## src/rtl/weight_biu.sv

```systemverilog
// weight_biu: streams a contiguous block of weight words from memory into the weight buffer.
// Optional RSP watchdog enabled by defining WEIGHT_BIU_TIMEOUT_EN.
module weight_biu #(
  parameter int LEN_W       = 12,
  parameter int BUF_AW      = 10,
  parameter int TIMEOUT_CYC = 1024
) (
  input  logic              clk,
  input  logic              rst_n,
  input  logic              start,
  input  logic [31:0]       base_addr,
  input  logic [LEN_W-1:0]  len,
  input  logic [BUF_AW-1:0] buf_base,
  output logic              busy,
  output logic              done,
  output logic              err,
  output logic              weight_biu2arb_req,
  output logic [31:0]       weight_biu2arb_addr,
  output logic              weight_biu2arb_vld,
  input  logic              weight_biu2arb_rdy,
  input  logic [31:0]       arb2weight_biu_data,
  input  logic              arb2weight_biu_vld,
  output logic              arb2weight_biu_rdy,
  output logic              wbuf_wr_en,
  output logic [BUF_AW-1:0] wbuf_wr_addr,
  output logic [31:0]       wbuf_wr_data
);

  localparam logic [1:0] S_IDLE = 2'd0;
  localparam logic [1:0] S_CMD  = 2'd1;
  localparam logic [1:0] S_RSP  = 2'd2;
  localparam logic [1:0] S_FIN  = 2'd3;

  logic [1:0]        state_q;
  logic [1:0]        state_d;
  logic              busy_q;
  logic              busy_d;
  logic              done_q;
  logic              done_d;
  logic              err_q;
  logic              err_d;
  logic              req_q;
  logic              req_d;
  logic              vld_q;
  logic              vld_d;
  logic [31:0]       addr_q;
  logic [31:0]       addr_d;
  logic              wr_en_q;
  logic              wr_en_d;
  logic [BUF_AW-1:0] wr_addr_q;
  logic [BUF_AW-1:0] wr_addr_d;
  logic [31:0]       wr_data_q;
  logic [31:0]       wr_data_d;
  logic [LEN_W-1:0]  len_q;
  logic [LEN_W-1:0]  len_d;
  logic [LEN_W-1:0]  idx_q;
  logic [LEN_W-1:0]  idx_d;
  logic [BUF_AW-1:0] bptr_q;
  logic [BUF_AW-1:0] bptr_d;
  logic              last;
  logic              tmo;

`ifdef WEIGHT_BIU_TIMEOUT_EN
  localparam int CW = $clog2(TIMEOUT_CYC) + 1;

  logic [CW-1:0] cnt_q;
  logic [CW-1:0] cnt_d;

  // counter reads 0 on the first RSP cycle; cleared whenever not in RSP
  always_comb begin
    cnt_d = '0;
    if (state_q == S_RSP) begin
      cnt_d = cnt_q + 1'b1;
    end
  end

  assign tmo = (state_q == S_RSP) &&
               (cnt_q == CW'(TIMEOUT_CYC - 1));

  always_ff @(posedge clk or negedge rst_n) begin
    if (!rst_n) begin
      cnt_q <= '0;
    end else begin
      cnt_q <= cnt_d;
    end
  end
`else
  logic tmo_unused;

  assign tmo        = 1'b0;
  assign tmo_unused = (TIMEOUT_CYC != 0);
`endif

  assign last = (idx_q == len_q - 1'b1);

  always_comb begin
    state_d   = state_q;
    busy_d    = busy_q;
    done_d    = 1'b0;
    err_d     = err_q;
    req_d     = req_q;
    vld_d     = vld_q;
    addr_d    = addr_q;
    wr_en_d   = 1'b0;
    wr_addr_d = wr_addr_q;
    wr_data_d = wr_data_q;
    len_d     = len_q;
    idx_d     = idx_q;
    bptr_d    = bptr_q;
    unique case (state_q)
      S_IDLE: begin
        if (start) begin
          busy_d = 1'b1;
          err_d  = 1'b0;
          if (len != '0) begin
            len_d   = len;
            idx_d   = '0;
            bptr_d  = buf_base;
            addr_d  = base_addr;
            req_d   = 1'b1;
            vld_d   = 1'b1;
            state_d = S_CMD;
          end else begin
            state_d = S_FIN;
          end
        end
      end
      S_CMD: begin
        if (weight_biu2arb_rdy) begin
          vld_d   = 1'b0;
          state_d = S_RSP;
        end
      end
      S_RSP: begin
        if (arb2weight_biu_vld) begin
          wr_en_d   = 1'b1;
          wr_addr_d = bptr_q;
          wr_data_d = arb2weight_biu_data;
          bptr_d    = bptr_q + 1'b1;
          idx_d     = idx_q + 1'b1;
          if (last) begin
            req_d   = 1'b0;
            state_d = S_FIN;
          end else begin
            addr_d  = addr_q + 32'd4;
            vld_d   = 1'b1;
            state_d = S_CMD;
          end
        end else if (tmo) begin
          err_d   = 1'b1;
          req_d   = 1'b0;
          state_d = S_FIN;
        end
      end
      S_FIN: begin
        done_d  = 1'b1;
        busy_d  = 1'b0;
        state_d = S_IDLE;
      end
      default: begin
        state_d = S_IDLE;
      end
    endcase
  end

  always_ff @(posedge clk or negedge rst_n) begin
    if (!rst_n) begin
      state_q   <= S_IDLE;
      busy_q    <= 1'b0;
      done_q    <= 1'b0;
      err_q     <= 1'b0;
      req_q     <= 1'b0;
      vld_q     <= 1'b0;
      addr_q    <= '0;
      wr_en_q   <= 1'b0;
      wr_addr_q <= '0;
      wr_data_q <= '0;
      len_q     <= '0;
      idx_q     <= '0;
      bptr_q    <= '0;
    end else begin
      state_q   <= state_d;
      busy_q    <= busy_d;
      done_q    <= done_d;
      err_q     <= err_d;
      req_q     <= req_d;
      vld_q     <= vld_d;
      addr_q    <= addr_d;
      wr_en_q   <= wr_en_d;
      wr_addr_q <= wr_addr_d;
      wr_data_q <= wr_data_d;
      len_q     <= len_d;
      idx_q     <= idx_d;
      bptr_q    <= bptr_d;
    end
  end

  assign busy                = busy_q;
  assign done                = done_q;
  assign err                 = err_q;
  assign weight_biu2arb_req  = req_q;
  assign weight_biu2arb_addr = addr_q;
  assign weight_biu2arb_vld  = vld_q;
  assign arb2weight_biu_rdy  = (state_q == S_RSP);
  assign wbuf_wr_en          = wr_en_q;
  assign wbuf_wr_addr        = wr_addr_q;
  assign wbuf_wr_data        = wr_data_q;

endmodule
```

## config.mk

```make
export PLATFORM = sky130hd
export DESIGN_NAME = weight_biu
export DESIGN_NICKNAME = d
export VERILOG_FILES = /design/src/rtl/weight_biu.sv
export SDC_FILE = /design/constraint.sdc
export NUM_CORES = 1
export LEC_CHECK = 0
export ABC_CLOCK_PERIOD_IN_PS = 3300
export CORE_MARGIN = 1.5
export CORE_UTILIZATION = 48
export CTS_CLUSTER_DIAMETER = 120
export DETAILED_ROUTE_END_ITERATION = 7
export MAX_ROUTING_LAYER = met4
export PLACE_DENSITY_LB_ADDON = 0.25
export SLEW_MARGIN = 20
export SYNTH_ARGS = -nofsm -noshare
export SYNTH_HDL_FRONTEND = slang
export SYNTH_SLANG_ARGS = --single-unit
```

## constraint.sdc

```tcl
create_clock -name clk -period 3.3 [get_ports clk]
set_clock_uncertainty 0.1 [all_clocks]
set_input_delay 0.66 -clock clk [delete_from_list [all_inputs] [get_ports clk]]
set_output_delay 0.66 -clock clk [all_outputs]
set_load 0.1 [all_outputs]
```

-- After elaboration in Yosys (flattened, before gate mapping)
Cells that the tools add are included.
- $add $sub $neg: 4
- equal/unequal tests: 10
- mux-type cells: 33
- reduce and logical (&&, ||, !) cells: 13
- operator list (kind ; count):
    two-way mux 32 bit ; 4
    one-hot mux 32 bit (2 select lines) ; 1
    two-way mux 12 bit ; 3
    adder 32 x 3 -> 32 bit (second input constant) ; 1
    two-way mux 10 bit ; 3
    one-hot mux 12 bit (2 select lines) ; 1
    one-hot mux 10 bit (2 select lines) ; 1
    adder 12 x 1 -> 12 bit (second input constant) ; 1
    == test 12 bit ; 1
    nonzero test 12 bit ; 1
    subtractor 12 x 1 -> 12 bit (second input constant) ; 1
    two-way mux 1 bit ; 11
    adder 10 x 1 -> 10 bit (second input constant) ; 1
    two-way mux 2 bit ; 5
    inequality test 2 bit (second input constant) ; 5
    AND reduction 5 bit ; 2
    one-hot mux 2 bit (4 select lines) ; 1
    AND reduction 3 bit ; 2
    AND reduction 6 bit ; 1
    == test 2 bit (second input constant) ; 2
    one-hot mux 1 bit (2 select lines) ; 2
    AND reduction 2 bit ; 2
    AND reduction 4 bit ; 1
    nonzero test 2 bit ; 2
    other kinds (5) ; 5
- bits in registers: 115
- input port bits: 91
- output and inout port bits: 81
- word-level logic and storage cells: 72

-- Logic depth before layout (Yosys ltp)
- depth in word-level cells: 5
- gate-level depth with buffers: 11
- mapped depth without buffers: 9

-- Worst setup path after synthesis
No wires, ideal clock.
- kind: register -> register
- from: reg addr_q[2] (netlist: weight_biu2arb_addr[2])
- to: reg addr_q[28] (netlist: weight_biu2arb_addr[28])
- setup time: 0.127 ns
- arrival time: 2.941 ns
- required time: 3.073 ns
- setup slack: 0.132 ns
- stages on the path, launching flop included: 10
- path buffers: 1
- period minus slack after synthesis: 3.168 ns
- path through: dfrtp_1 > ha_1 > and4_1 > clkbuf_1 > nand3_1 > nor3_1 > nand3_1 > xor2_1 > a21oi_1 > mux2_4
- longest elaborated chain between the ends: 4
- ends and longest elaborated chain (item ; line ; RTL):
    from (decl) ; 46 ; logic [31:0] addr_q;
    from (signal assigned) ; 188 ; addr_q <= addr_d;
    adder 32 x 3 -> 32 bit ; 145 ; addr_d = addr_q + 32'd4;
    two-way mux 32 bit ; 141 ; if (last) begin
    two-way mux 32 bit ; 135 ; if (arb2weight_biu_vld) begin
    one-hot mux 32 bit (2 select lines) ; 110 ; unique case (state_q)
Every way passes these cells. The select of a mux whose other input is x is not followed.
A chain may end at the register's enable or synchronous reset.

-- Worst setup path in the final report
- from: reg len_q[2]
- to: reg addr_q[4] (netlist: weight_biu2arb_addr[4])
- longest elaborated chain between the ends: 4
- ends and longest elaborated chain (item ; line ; RTL):
    from (decl) ; 54 ; logic [LEN_W-1:0] len_q;
    from (signal assigned) ; 192 ; len_q <= len_d;
    subtractor 12 x 1 -> 12 bit ; 94 ; assign last = (idx_q == len_q - 1'b1);
    == test 12 bit ; 94 ;
    inequality test 2 bit (no line) ; n/a ;
    AND reduction 5 bit (no line) ; n/a ;
Every way passes these cells.

==> flow_metrics.py <==
metrics = {
    "detailed_routing": {
        "wire_per_inst_um": 16.6,
        "drc_errors": 0,
        "drt-initial-drc-count": 286,
        "drt_wl_total_mm": 15.4,
        "via_per_inst": 5.60,
        "dr.pass1.iters": 4,
        "ant_nets": 0,
        "vias": 5204,
    },
    "critical_path": {
        "critPathCapture": "weight_biu2arb_addr[4]",
        "rrSetupSlack_ns": 0.23,
        "worstSetupStartpoint": "len_q[2]",
        "cpMaxStageDelayCell": "or4_1",
        "cp.depth": 8,
        "worst_ep_arrival_time_ns": 3.26,
        "critPathKind": "reg2reg",
        "worstPathCellList": "or4_1 > nor3_1 > mux2i_1 > o311ai_0 > and4bb_1 > nor2_2 > buf_12 > mux2_2",
        "cp-end-kind": "register",
        "cp_max_fo": 24,
        "reg2regPathDepth": 8,
        "r2r_end": "weight_biu2arb_addr[4]",
        "crit_buf_inv": 1,
        "cp-start-kind": "register",
        "rr_startpoint": "len_q[2]",
        "required_ns": 3.50,
        "crit_family": "simple AND/OR/NAND/NOR gates",
        "cpPeakStageDelay_ns": 0.62,
    },
    "status": {
        "status": "finished, final reports clean",
    },
    "finish": {
        "final_cell_mix": "dfrtp_1, clkdlybuf4s50_1, buf_4, mux2_2",
        "area_growth_pct": 38.2,
        "insertedDiodeCount": 0,
        "fin_cells": 929,
        "final_area_um2": 8290,
        "fin_nets": 844,
        "final_common_cell": "dfrtp_1",
        "drive_above_1_share_pct": 26.8,
        "fillers": 933,
        "multi_input_area_um2": 2930,
        "final-seq-area_um2": 2880,
    },
    "global_routing": {
        "antenna_found_initial": 0,
        "gr-total-overflow": 0,
        "grt_pass1_wl_mm": 25.6,
        "gr-usage-all-layers_pct": 25.6,
        "grt_start_max_net_pins": 66,
        "grt_pass1_vias": 5297,
    },
    "die": {
        "rows": 40,
        "fp.dieArea_um2": 13200,
        "fp.coreArea_um2": 12100,
        "die_w_um": 115,
        "start_util_pct": 49.5,
        "die_y_um": 115,
        "io_pins": 172,
    },
    "sta": {
        "holdWs_ns": 0.154,
        "min_period_over_period_pct": 93.0,
        "fin_setup_tns_ns": 0,
        "final_max_slew_viol_count": 0,
        "final_hold_viol_count": 0,
        "max_freq_mhz": 326,
        "grt_setup_unrepaired": "false",
        "setup_violations": 0,
        "worst_slew_pin_slew_ns": 0.655,
        "min_period_ns": 3.07,
        "max_slew_margin_pct": 56.3,
    },
    "logic_synthesis": {
        "syn-num-nets": 680,
        "yosys-top-cells-area": "dfrtp_1, mux2_2, mux2_4",
        "netlist_instances": 585,
        "yosysTopAreaCellShare_pct": 48.0,
        "ys_seq_area_share_pct": 48.0,
        "ys.flop_type": "dfrtp_1",
        "synthArstFlopShare_pct": 100,
        "synth_area_um2": 6000,
        "synth_edf_count": 0,
        "synth_cell_type_count": 62,
        "yosys_register_bits": 115,
        "ys_warn_count": 0,
        "syn_avg_cell_area_um2": 10.3,
        "yosys.area.top_type": "dfrtp_1",
    },
    "placed_design": {
        "placed_cells": 898,
        "portBuffers": 170,
        "dpl.hpwl_mm": 10.7,
        "gp_congestion": 0.842,
        "post_dp_cell_area_um2": 7680,
    },
    "flow_run": {
        "maxCapViolations": 0,
    },
    "clock_tree": {
        "cts.htree.levels": 4,
        "cts_setup_buffers": 0,
        "cts_tree": "done",
        "clk_pin_slew_worst_paths_ns": 0.06,
        "root_buffer": "clkbuf_16",
        "cts_resized": 0,
        "clk_latency_ns": 0.42,
        "numCtsBuffers": 17,
        "clock-sinks": 115,
        "cts_buffer_depth": 2,
        "holdBufCountCts": 0,
    },
    "worst_hold_path": {
        "worstHoldPathType": "in2async",
    },
}
[per-stage QoR]
stage / util [%] / setup slack [ns]
global placement: 63.4 / 0.275
finish: 68.5 / 0.232
CTS: 68.5 / 0.248
global route: 68.5 / 0.0222
floorplan: - / 0.132
detailed placement: 63.4 / 0.137
[cells in the mapped netlist (3+ instances only)]
master	number
dfrtp_1	115
mux2_2	56
nand2_1	46
nor2_1	46
a21oi_1	39
o21ai_0	38
clkbuf_1	27
nand3_1	24
xor2_1	19
mux2_4	14
xnor2_1	13
nor3_1	12
inv_1	11
and3_1	10
nand4_1	8
and4_1	7
o22ai_1	7
a31oi_1	6
a211oi_1	5
buf_1	5
nor4_1	5
o31ai_1	5
and2_1	4
ha_1	4
mux2i_1	4
nor2b_1	4
a2111oi_0	3
o221a_2	3
or3_1	3
[registers in the layout, indices dropped and copies added (netlist names), 2 cells and up]
| register | cells |
|---|---|
| wbuf_wr_addr | 10 |
| len_q | 12 |
| idx_q | 12 |
| bptr_q | 10 |
| wbuf_wr_data | 32 |
| weight_biu2arb_addr | 32 |
| state_q | 2 |
[kinds of logic after synthesis]
logic type / after synthesis / share of synthesized area [%]
simple gates: 184 / 15.4
compound gates: 127 / 13.0
flops: 115 / 48.0
mux: 74 / 14.7
buf+inv: 48 / 3.34
xor+xnor: 32 / 4.67
fa+ha+maj: 4 / 0.834
other cells: 1 / 0.0625
[layout make-up]
cell class	count	area share [%]
Clock buffer	22	5.84
Clock inverter	9	1.54
Inverter	12	0.543
Multi-Input combinational cell	422	35.3
Sequential cell	115	34.7
Tap cell	168	2.54
Timing Repair Buffer	181	19.5
[per-layer routing]
| metal | up-vias | wire [µm] | track usage, % | part of all wire, % |
|---|---|---|---|---|
| met5 | - | 0 | - | 0 |
| met3 | 19 | 924 | 5.17 | 6.0 |
| met1 | 2530 | 6730 | 32.3 | 44 |
| met2 | 199 | 7560 | 41.7 | 49 |
| met4 | 0 | 215 | 8.15 | 1.4 |
| li1 | 2456 | - | - | - |
[worst register-to-register path, delay by kind of cell (launching register included)]
kind | cells | cell delay (ns)
AOI/OAI and AO/OA | 1 | 0.21
buffers and inverters | 1 | 0.22
DFF | 1 | 0.45
muxes | 2 | 0.60
and+or+nand+nor | 4 | 1.38
[how the worst min path moves through the flow]
stage | from | to | slack, ns | depth (start not counted)
finish | rst_n | len_q[8] | 0.15 | 1
floorplan | rst_n | bptr_q[0] | 0.26 | 0
detailed placement | weight_biu2arb_addr[1] | weight_biu2arb_addr[1] | 0.37 | 2
global route | rst_n | done | 0.22 | 1
global placement | weight_biu2arb_addr[0] | weight_biu2arb_addr[0] | 0.37 | 2
CTS | rst_n | done | 0.18 | 1
Power is not shown: default switching activity piles up to over one toggle a cycle in this logic, so the estimate is an artifact.
